`config.mk`:
```
export PLATFORM = sky130hd
export DESIGN_NAME = io_trap_capture
export DESIGN_NICKNAME = d
export VERILOG_FILES = /design/src/rtl/io_trap_capture.sv
export SDC_FILE = /design/constraint.sdc
export NUM_CORES = 1
export LEC_CHECK = 0
export CORE_AREA = 2 2 117 62
export DETAILED_ROUTE_END_ITERATION = 10
export DIE_AREA = 0 0 119 64
export PLACE_DENSITY = 0.84
export SLEW_MARGIN = 40
export SYNTH_ARGS = -nofsm -noshare
export SYNTH_HDL_FRONTEND = slang
export SYNTH_SLANG_ARGS = --single-unit
```
`constraint.sdc`:
```
create_clock -name clk -period 2.9 [get_ports clk]
set_input_delay 0.58 -clock clk [delete_from_list [all_inputs] [get_ports clk]]
set_output_delay 0.58 -clock clk [all_outputs]
set_load 0.01 [all_outputs]
```
`src/rtl/io_trap_capture.sv`:
```
// io_trap_capture: watches Z80 I/O bus cycles while virtualization is active,
// flags accesses to ports whose permission bit is clear, blocks the real
// device for the duration of the cycle and captures port/direction/write data
// for the trap handler.
//
// Ports:
//   clk, rst                 system clock, synchronous active-high reset
//   iorq_n/rd_n/wr_n/m1_n    raw asynchronous Z80 strobes
//   addr, data_in            Z80 A[7:0] and data bus (stable while iorq_n low)
//   virtual_enabled          virtualization active
//   trap_state               trap handler running (also gates mask writes)
//   cfg_we/cfg_sel/cfg_wdata permission mask byte write
//   rd_sel, rd_data          registered readback (port, data, status, mask byte)
//   cap_ack                  clears valid and overrun
//   io_violation, io_block   high while a violating I/O cycle is in progress
//   cap_valid                capture registers hold an unacknowledged violation
module io_trap_capture #(
  parameter int unsigned SYNC_STAGES = 2,
  parameter logic [31:0] MASK_RESET  = 32'hFFFF_FFFF
) (
  input  logic       clk,
  input  logic       rst,
  input  logic       iorq_n,
  input  logic       rd_n,
  input  logic       wr_n,
  input  logic       m1_n,
  input  logic [7:0] addr,
  input  logic [7:0] data_in,
  input  logic       virtual_enabled,
  input  logic       trap_state,
  input  logic       cfg_we,
  input  logic [1:0] cfg_sel,
  input  logic [7:0] cfg_wdata,
  input  logic [1:0] rd_sel,
  output logic [7:0] rd_data,
  input  logic       cap_ack,
  output logic       io_violation,
  output logic       io_block,
  output logic       cap_valid
);

  localparam int unsigned STROBES = 4;

  typedef enum logic [1:0] {
    S_WAIT_END,
    S_IDLE,
    S_PASS,
    S_TRAP
  } state_t;

  // Synchronizer stages; each entry holds {iorq, rd, wr, m1}
  logic [STROBES-1:0]     r_sync [SYNC_STAGES];
  // Fills with ones after reset so WAIT_END ignores the reset value of the chain
  logic [SYNC_STAGES-1:0] r_settle;
  logic                   r_iorq_prev;

  state_t r_state;
  state_t w_state_nxt;

  logic [31:0] r_mask;
  logic [7:0]  r_port;
  logic [7:0]  r_data;
  logic [7:0]  r_pend;
  logic        r_dir;
  logic        r_valid;
  logic        r_overrun;
  logic        r_own;
  logic        r_violation;
  logic [7:0]  r_rd_data;

  logic       w_iorq_s;
  logic       w_rd_s;
  logic       w_wr_s;
  logic       w_m1_s;
  logic       w_start;
  logic       w_viol;
  logic       w_entry;
  logic       w_exit;
  logic       w_valid_ack;
  logic [4:0] w_mask_base;

  assign w_iorq_s = r_sync[SYNC_STAGES-1][3];
  assign w_rd_s   = r_sync[SYNC_STAGES-1][2];
  assign w_wr_s   = r_sync[SYNC_STAGES-1][1];
  assign w_m1_s   = r_sync[SYNC_STAGES-1][0];

  // Cycle start: synchronized IORQ falling edge outside interrupt acknowledge
  assign w_start     = r_iorq_prev & ~w_iorq_s & w_m1_s;
  assign w_viol      = virtual_enabled & ~trap_state & ~r_mask[addr[7:3]];
  assign w_entry     = (r_state == S_IDLE) & w_start & w_viol;
  assign w_exit      = (r_state == S_TRAP) & w_iorq_s;
  assign w_valid_ack = r_valid & ~cap_ack;
  assign w_mask_base = {cfg_sel, 3'b000};

  // Strobe synchronizers, reset to inactive
  always_ff @(posedge clk) begin
    if (rst) begin
      for (int i = 0; i < int'(SYNC_STAGES); i++) r_sync[i] <= '1;
      r_settle    <= '0;
      r_iorq_prev <= 1'b1;
    end else begin
      r_sync[0] <= {iorq_n, rd_n, wr_n, m1_n};
      for (int i = 1; i < int'(SYNC_STAGES); i++) r_sync[i] <= r_sync[i-1];
      r_settle    <= {r_settle[SYNC_STAGES-2:0], 1'b1};
      r_iorq_prev <= w_iorq_s;
    end
  end

  // State register
  always_ff @(posedge clk) begin
    if (rst) r_state <= S_WAIT_END;
    else     r_state <= w_state_nxt;
  end

  // Next-state logic; the violation decision is taken once at cycle start
  always_comb begin
    w_state_nxt = r_state;
    case (r_state)
      S_WAIT_END: if (w_iorq_s && r_settle[SYNC_STAGES-1]) w_state_nxt = S_IDLE;
      S_IDLE:     if (w_start) w_state_nxt = w_viol ? S_TRAP : S_PASS;
      S_PASS:     if (w_iorq_s) w_state_nxt = S_IDLE;
      S_TRAP:     if (w_iorq_s) w_state_nxt = S_IDLE;
      default:    w_state_nxt = S_WAIT_END;
    endcase
  end

  // Mask, capture registers, violation output and readback
  always_ff @(posedge clk) begin
    if (rst) begin
      r_mask      <= MASK_RESET;
      r_port      <= '0;
      r_data      <= '0;
      r_pend      <= '0;
      r_dir       <= 1'b0;
      r_valid     <= 1'b0;
      r_overrun   <= 1'b0;
      r_own       <= 1'b0;
      r_violation <= 1'b0;
      r_rd_data   <= '0;
    end else begin
      r_violation <= (w_state_nxt == S_TRAP);

      if (cfg_we && trap_state) r_mask[w_mask_base +: 8] <= cfg_wdata;

      if (cap_ack) begin
        r_valid   <= 1'b0;
        r_overrun <= 1'b0;
      end

      // Ack is applied before a coincident capture via w_valid_ack
      if (w_entry) begin
        r_pend <= '0;
        if (!w_valid_ack) begin
          r_port    <= addr;
          r_dir     <= ~w_wr_s | w_rd_s;
          r_data    <= '0;
          r_valid   <= 1'b1;
          r_overrun <= 1'b0;
          r_own     <= 1'b1;
        end else begin
          r_overrun <= 1'b1;
          r_own     <= 1'b0;
        end
      end

      if ((r_state == S_TRAP) && !w_wr_s) r_pend <= data_in;

      // Only the cycle that owns the capture publishes its write data
      if (w_exit) begin
        if (r_own) r_data <= r_pend;
        r_own <= 1'b0;
      end

      case (rd_sel)
        2'd0:    r_rd_data <= r_port;
        2'd1:    r_rd_data <= r_data;
        2'd2:    r_rd_data <= {5'b0, r_overrun, r_dir, r_valid};
        default: r_rd_data <= r_mask[w_mask_base +: 8];
      endcase
    end
  end

  assign io_violation = r_violation;
  assign io_block     = r_violation;
  assign cap_valid    = r_valid;
  assign rd_data      = r_rd_data;

endmodule

```
==> metrics.txt <==
status=finished, final reports clean; clock buffer depth=2; number of synthesized flops with an enable pin=0; Yosys cell types=37; fin worst setup slack=0.173 ns; worst slew pin tran=0.615 ns; Hold Path Class=reg2reg; clock tree root driver cell=clkbuf_16; Worst setup SP type=input pin; H-tree depth=3; Core ar.=6540 µm²; Power Density=553 nW/µm²; total I/O pin count=49; Setup Buffers After CTS=0; placed insts=438; Max Fanout on Critical Path=11; global-route wire length before repair=14.3 mm; mean area per synthesized cell=11.7 µm²; Die Span Y=64 µm; Lkg Pwr=1.62 nW; synthesized cell area=3500 µm²; CTS tree=yes; Antenna Diode Count=0; asr flop ratio synth=0; RSZ-0062 raised after global routing=false; Resize count post-CTS=0; VDD IR-drop max=0.294 mV; kind of critical path=in2reg; DR iter-0 viols=162; vias=2864; synth cell count leaders=82 x dfxtp_1, 32 x a221o_1, 25 x nand2_1; #FFs+latches synth=82; TritonCTS Buffers=9; minimum clock period=2.73 ns; row count=21; # setup viols final=0; Global Route Usage Sum=0.245; dpl ws=-0.0770 ns; Fin. Hold Viols=0; Final nets=400; Syn. warnings=0; post-layout power=2.44 mW; drt pass-1 iters=5; Die ar.=7620 µm²; design area=4410 µm²; GRT overflow=0; placer congestion estimate=0.892; Slew Limit Fails=0; Post-synth top flop=dfxtp_1; Post-Syn Nets=342; Port Buf Inserts=48; final hold slack=0.411 ns; post-route ant nets=0; vias per cell=6.32; Tcrit/Tclk final=0.940; gate count of the mapped netlist=299; most common cell in the synthesized netlist=dfxtp_1; Residual DRC=0; vias in the first global route=2864; cell taking the most area after synthesis=dfxtp_1; Max Cap Viol=0; Post-DP HPWL=6.13 mm; later-pin clock latency in the skew report=0.33 ns; Die W=119 µm; clock sink count=82; hold-fix buffers at CTS=0; arrival time at the worst endpoint=2.98 ns; synth top area cells=dfxtp_1 47%, a221o_1 9.2%, mux4_2 9.0%; fmax=367 MHz; Seq/Total Area, Yosys=0.469; WL/cell=19.7 µm; initial core utilization=0.535; Area growth, synth to finish=26.2%; Worst-path clk slew=0.06 ns; layout cells sized above 1=0.180; skew final=0.00932 ns; slew margin rel.=0.589; largest net degree at the start of global routing=39; antenna violations before repair=0; Finished Layout Cells=453; Required @ worst endpoint=3.15 ns; drt total wl=8.94 mm; Post-DP Area=4110 µm²; CP Capture Type=flop; Synth top area share=0.469
-- flip-flops by register name (all words and copies together) (netlist names) --
signal / count
r_mask: 32
r_data: 8
r_pend: 8
r_port: 8
r_sync: 8
rd_data: 8
r_settle: 2
r_state: 2
cap_valid: 1
io_block: 1
r_dir: 1
r_iorq_prev: 1
r_overrun: 1
r_own: 1
-- worst max-delay path: stages --
cell and delay [ns]:
clkdlybuf4s50_1 0.57, buf_4 0.18, mux4_2 0.50, a2bb2oi_1 0.19
a21oi_4 0.22, nand4_2 0.32, buf_4 0.26, mux2i_1 0.16
-- layer usage --
layer | share of wire | global-route usage | wire length (µm) | vias to the layer above
met5 | 0 | 0 | 0 | -
met4 | 0.020 | 0.0833 | 176 | 0
met3 | 0.077 | 0.0884 | 685 | 27
met2 | 0.49 | 0.423 | 4360 | 141
met1 | 0.42 | 0.285 | 3720 | 1408
li1 | - | - | - | 1288
-- logic make-up (layout without fill, tap and decap cells) --
group / Yosys count / after routing / synth area share
AO/OA/AOI/OAI: 69 / 69 / 0.187
adder cells (fa/ha/maj): 5 / 5 / 0.0179
buffers and inverters: 22 / 84 / 0.0333
flip-flops: 82 / 82 / 0.469
multiplexers: 38 / 38 / 0.164
AND/OR/NAND/NOR: 83 / 83 / 0.129
-- report_power, final --
group | internal (mW) | leakage, nW | switching (mW)
Combinational | 0.126 | 0.819 | 0.109
Clock | 0.598 | 0.128 | 0.429
Sequential | 1.16 | 0.668 | 0.0224
-- cells in the final DEF, fill, tap and decap left out, types with 2 or more instances in the layout --
master / Yosys / layout
inv_1: 4 / 4
dfxtp_1: 82 / 82
a32o_1: 16 / 16
buf_4: 3 / 17
and2_1: 4 / 4
nor2b_1: 3 / 3
or2_2: 9 / 9
nor3_2: 0 / 2
clkbuf_16: 0 / 9
nor4b_4: 0 / 2
mux4_2: 14 / 14
mux2i_1: 23 / 23
ha_1: 5 / 5
nand2_1: 25 / 25
nor2_1: 19 / 19
nand2b_1: 4 / 4
a31oi_1: 8 / 8
clkdlybuf4s50_1: 0 / 47
a21oi_1: 3 / 3
nand3_1: 5 / 5
nand4_2: 2 / 2
a221o_1: 32 / 32
a2bb2oi_1: 4 / 4
clkinvlp_4: 0 / 2
-- final timing paths --
kind                     start            to  slack (ns)  cells past startpoint
hold reg to reg   r_sync[0][3]  r_sync[0][7]        0.41                      1
setup / recovery       addr[4]     r_overrun        0.17                      8
hold / removal    r_sync[0][3]  r_sync[0][7]        0.41                      1
setup reg to reg     r_mask[3]     r_overrun        0.76                      6
-- metrics by stage --
step	setup TNS, ns	utilization
final	0	0.675
after global placement	0	0.629
after CTS	0	0.670
after global routing	0	0.675
after floorplan	0	-
after detailed placement	-0.591	0.629
-- layout make-up --
class                           instances  area, µm²
Fill cell                             436       2130
Multi-Input combinational cell        195       1770
Sequential cell                        82       1640
Timing Repair Buffer                   65        603
Clock buffer                           11        243
Tap cell                               92        115
Clock inverter                          4       28.8
Inverter                                4       15.0
(Power assumes the default switching activity.)
